[src/rtl/instr_prefetch_queue.sv]
// instr_prefetch_queue: DEPTH-entry prefetch FIFO feeding the instruction
// register, with conditional skip, sticky halt detection and branch flush.
// Optional feature: define IQ_BYPASS_EN to let a word arriving at an empty
// queue go straight into the IR when an issue request coincides with it.
module instr_prefetch_queue #(
  parameter int                DATA_W     = 16,
  parameter int                DEPTH      = 2,
  parameter int                SKIP_BIT   = 13,
  parameter logic [DATA_W-1:0] HALT_MASK  = 16'hD800,
  parameter logic [DATA_W-1:0] HALT_MATCH = 16'hD800,
  parameter logic [DATA_W-1:0] NOP_WORD   = 16'h0000
) (
  input  logic                       clk_in,
  input  logic                       reset_n_in,
  input  logic                       fetch_valid_in,
  input  logic [DATA_W-1:0]          fetch_data_in,
  output logic                       fetch_ready_out,
  input  logic                       issue_en_in,
  input  logic                       cond_in,
  input  logic                       flush_in,
  output logic [DATA_W-1:0]          ir_data_out,
  output logic                       ir_valid_out,
  output logic                       halted_out,
  output logic [$clog2(DEPTH+1)-1:0] count_out
);

  localparam int CW = $clog2(DEPTH + 1);
  localparam int PW = $clog2(DEPTH);
  localparam logic [CW-1:0] FULL = CW'(DEPTH);

  typedef enum logic {RUN, HALT} state_t;

  state_t            state;
  logic [DATA_W-1:0] mem [DEPTH];
  logic [PW-1:0]     wr_ptr, rd_ptr;
  logic [CW-1:0]     count;
  logic [DATA_W-1:0] ir;
  logic              ir_valid;

  logic              run, halt_hit, issue_ok, push, empty;
  logic              bypass, pop, write, skip;
  logic [DATA_W-1:0] sel;

  // Handshake, halt detection and pop/bypass decisions for this cycle
  always_comb begin
    run             = (state == RUN);
    fetch_ready_out = run && (count != FULL) && !flush_in;
    halt_hit        = run && ir_valid && ((ir & HALT_MASK) == HALT_MATCH)
                      && issue_en_in && !flush_in;
    issue_ok        = run && issue_en_in && !flush_in && !halt_hit;
    push            = fetch_valid_in && fetch_ready_out;
    empty           = (count == '0);
`ifdef IQ_BYPASS_EN
    bypass          = issue_ok && empty && push;
`else
    bypass          = 1'b0;
`endif
    pop             = issue_ok && !empty;
    write           = push && !bypass;
    sel             = bypass ? fetch_data_in : mem[rd_ptr];
    skip            = sel[SKIP_BIT] && cond_in;
  end

  // Queue storage; written at the tail only when the word is not bypassed
  always_ff @(posedge clk_in) begin
    if (reset_n_in && write)
      mem[wr_ptr] <= fetch_data_in;
  end

  // RUN/HALT state, pointers, occupancy and IR; flush outranks issue and push
  always_ff @(posedge clk_in) begin
    if (!reset_n_in) begin
      state    <= RUN;
      ir       <= NOP_WORD;
      ir_valid <= 1'b0;
      count    <= '0;
      wr_ptr   <= '0;
      rd_ptr   <= '0;
    end else if (run) begin
      if (flush_in) begin
        wr_ptr   <= '0;
        rd_ptr   <= '0;
        count    <= '0;
        ir       <= NOP_WORD;
        ir_valid <= 1'b0;
      end else begin
        if (halt_hit) begin
          state    <= HALT;
          ir       <= NOP_WORD;
          ir_valid <= 1'b0;
        end else if (issue_ok) begin
          if (pop || bypass) begin
            ir       <= skip ? NOP_WORD : sel;
            ir_valid <= !skip;
          end else begin
            ir       <= NOP_WORD;
            ir_valid <= 1'b0;
          end
        end
        if (write) wr_ptr <= wr_ptr + PW'(1);
        if (pop)   rd_ptr <= rd_ptr + PW'(1);
        if (write && !pop)      count <= count + CW'(1);
        else if (!write && pop) count <= count - CW'(1);
      end
    end
  end

  assign ir_data_out  = ir;
  assign ir_valid_out = ir_valid;
  assign halted_out   = (state == HALT);
  assign count_out    = count;

endmodule

[config.mk]
export PLATFORM = sky130hd
export DESIGN_NAME = instr_prefetch_queue
export DESIGN_NICKNAME = d
export VERILOG_FILES = /design/src/rtl/instr_prefetch_queue.sv
export SDC_FILE = /design/constraint.sdc
export NUM_CORES = 1
export LEC_CHECK = 0
export BUFFER_PORTS_ARGS = -buffer_cell sky130_fd_sc_hd__buf_2
export CORE_MARGIN = 2
export CORE_UTILIZATION = 35
export CTS_BUF_LIST = sky130_fd_sc_hd__clkbuf_8
export DETAILED_ROUTE_END_ITERATION = 6
export GPL_ROUTABILITY_DRIVEN = 0
export MAX_ROUTING_LAYER = met4
export PLACE_DENSITY_LB_ADDON = 0.25
export SYNTH_ARGS = -nofsm -noshare
export SYNTH_HDL_FRONTEND = slang
export SYNTH_SLANG_ARGS = --single-unit
export TNS_END_PERCENT = 30
[constraint.sdc]
create_clock -name clk_in -period 2 [get_ports clk_in]
set_input_delay 0.1 -clock clk_in [delete_from_list [all_inputs] [get_ports clk_in]]
set_output_delay 0.1 -clock clk_in [all_outputs]
set_load 0.005 [all_outputs]
==> flow_summary.json <==
{
  "status": "finished clean",
  "setup_viol": 0,
  "r2r_cells": 5,
  "clock-sinks": 55,
  "slew_viol_final": 0,
  "clock.fmax_ghz": 0.567,
  "yosysSeqAreaShare": 0.664,
  "syn_to_final_growth_pct": 27.1,
  "synth_enable_flop_cells": 32,
  "grt_pass1_wl_um": 6400,
  "finalPower_mw": 1.91,
  "ys_ff_latch": 55,
  "skew_ns": 0.00836,
  "fp-row-count": 28,
  "num_antenna_cells": 0,
  "clock_latency_ns": 0.30,
  "fin_util": 0.460,
  "synth_area_leaders": "edfxtp_1, dfxtp_1, mux2_2",
  "grtUsageTotal": 0.133,
  "clkSlewWorstSetupHoldPaths_ns": 0.09,
  "p_per_area_nw_per_um2": 703,
  "synthCells": 154,
  "clockRootBuffer": "clkbuf_8",
  "async_flop_share": 0,
  "setup_tns_ns": 0,
  "drt_iter0_markers": 74,
  "clockBufferDepth": 2,
  "h-tree-depth": 2,
  "wl_per_cell_um": 13.6,
  "synthFlopType": "edfxtp_1",
  "core_um2": 5920,
  "boundaryPins": 43,
  "critical_path_arrival_ns": 2.01,
  "hp-class": "in -> reg",
  "io_buffers": 42,
  "rsz0062_at_grt": "no",
  "synth_area_um2": 2140,
  "ys_types": 31,
  "finalHoldViolations": 0,
  "synth_area_per_cell_um2": 13.9,
  "r2r-start": "halted_out$_SDFF_PN0_",
  "grt_max_degree": 18,
  "dp_hpwl_um": 2760,
  "r2r-end": "count_out[0]$_SDFFE_PN0P_",
  "fin_crit_ns": 1.76,
  "drive_gt1_frac": 0.342,
  "worstPathRequired_ns": 2.24,
  "instances_no_fill": 297,
  "final_antenna_net_count": 0,
  "route.vias.total": 1432,
  "nets": 243,
  "globalRoute.totalOverflow": 0,
  "start_util": 0.362,
  "power.ir.vdd_worst_mv": 0.295,
  "path_max_fanout": 6,
  "dr.pass1.iters": 4,
  "drc": 0,
  "cts_tree": "yes",
  "hold_ws_ns": 0.133,
  "power.leakage_nw": 1.03,
  "crit_type": "reg -> reg",
  "endpoint_kind": "register",
  "die_area_um2": 6760,
  "die_w_um": 82.2,
  "start_kind": "register",
  "avgViaCountPerCell": 4.82,
  "die_h_um": 82.2,
  "yosys.area.top_type": "edfxtp_1",
  "dpl.cell_count": 273,
  "tightest_slew_ns": 0.667,
  "post-route-period-util": 0.881,
  "yosys_warnings": 0,
  "drv_cap": 0,
  "grt_pass1_vias": 1377,
  "cp-endpoint": "count_out[0]$_SDFFE_PN0P_",
  "syn_nets": 176,
  "worstSetupStartpoint": "halted_out$_SDFF_PN0_",
  "synth_top_area_frac": 0.449,
  "grt_antenna_before_repair": 0,
  "drt-total-wl_um": 4050,
  "slew_headroom": 0.554,
  "cts_buffers": 5,
  "r2r_slack_ns": 0.24
}
==> flip-flops by register name, summed over array words and instances (netlist names), named ones only <==
signal / count
ir_valid_out: 1
count_out: 2
rd_ptr: 1
ir_data_out: 16
mem: 32
halted_out: 1
wr_ptr: 1
==> what timing repair did <==
action | CTS | global route
buffers inserted | 0 | 0
resized for setup | 0 | 0
hold buffers | 16 | 0
hold endpoints to repair | 32 | 0
==> per-stage QoR <==
stage / instance area, um2 / setup WS (ns)
5_1_grt: 2720 / 0.0976
3_3_place_gp: 2480 / 0.289
2_1_floorplan: 2140 / 0.222
6_report: 2720 / 0.238
4_1_cts: 2720 / 0.240
3_5_place_dp: 2480 / 0.270
==> placed cells by master (no fill, tap or decap), types with 3 or more instances in the layout <==
cell type       n
nand2_1         5
mux2_2         16
and3_1          4
nor2b_1        19
clkbuf_8        5
nor3_1          3
dlygate4sd3_1  16
buf_2          42
dfxtp_1        23
edfxtp_1       32
nand2b_1        4
a22oi_1        16
buf_4          10
==> critical path, cell delays in order (launching register included) <==
cell      delay [ns]
dfxtp_1         0.33
or3b_1          0.39
a211o_4         0.31
xor2_1          0.19
or3b_1          0.36
a21boi_1        0.12
==> final cells by class <==
class	count	area (um2)
Timing Repair Buffer	68	445
Multi-Input combinational cell	90	677
Clock buffer	5	68.8
Sequential cell	55	1420
Fill cell	556	3200
Inverter	1	3.75
Clock inverter	3	11.3
Tap cell	75	93.8
==> routing by layer <==
layer | vias up | share of wire | GRT usage
met3 | 9 | 0.045 | 0.0228
met1 | 683 | 0.41 | 0.147
met5 | - | 0 | -
met4 | 0 | 0.023 | 0.0667
li1 | 699 | - | -
met2 | 41 | 0.52 | 0.232
==> worst min path at each step <==
stage	cells past startpoint	from	slack (ns)	endpoint
final	2	reset_n_in	0.13	ir_data_out[6]$_SDFFE_PN0P_
after detailed placement	1	fetch_data_in[5]	0.29	mem[0][5]$_DFFE_PP_
after floorplan	0	fetch_data_in[0]	0.20	mem[0][0]$_DFFE_PP_
after global routing	2	reset_n_in	0.13	ir_data_out[5]$_SDFFE_PN0P_
after global placement	1	fetch_data_in[0]	0.29	mem[0][0]$_DFFE_PP_
after CTS	2	reset_n_in	0.12	ir_data_out[6]$_SDFFE_PN0P_
==> Yosys cell counts, drive strengths merged (2+ instances only) <==
master / instances
mux2: 16
or3b: 2
a31oi: 2
and3: 4
nor2: 3
nand2b: 4
edfxtp: 32
clkbuf: 6
a22oi: 16
nor3: 3
buf: 2
dfxtp: 23
nor2b: 19
a21oi: 2
nand2: 5
o21ai: 2
==> cells by family (layout without fill, tap and decap cells) <==
logic type,count (synthesis),count (layout),synth area share
xor+xnor,2,2,0.00818
mux,16,16,0.0842
buf+inv,9,77,0.0210
compound gates,27,27,0.0953
flops,55,55,0.664
simple gates,45,45,0.127
==> power breakdown <==
group	switching (mW)	internal, mW
combinational	0.0601	0.0728
clock	0.324	0.234
sequential	0.00809	1.21
total	0.392	1.52
(Power assumes the default switching activity.)
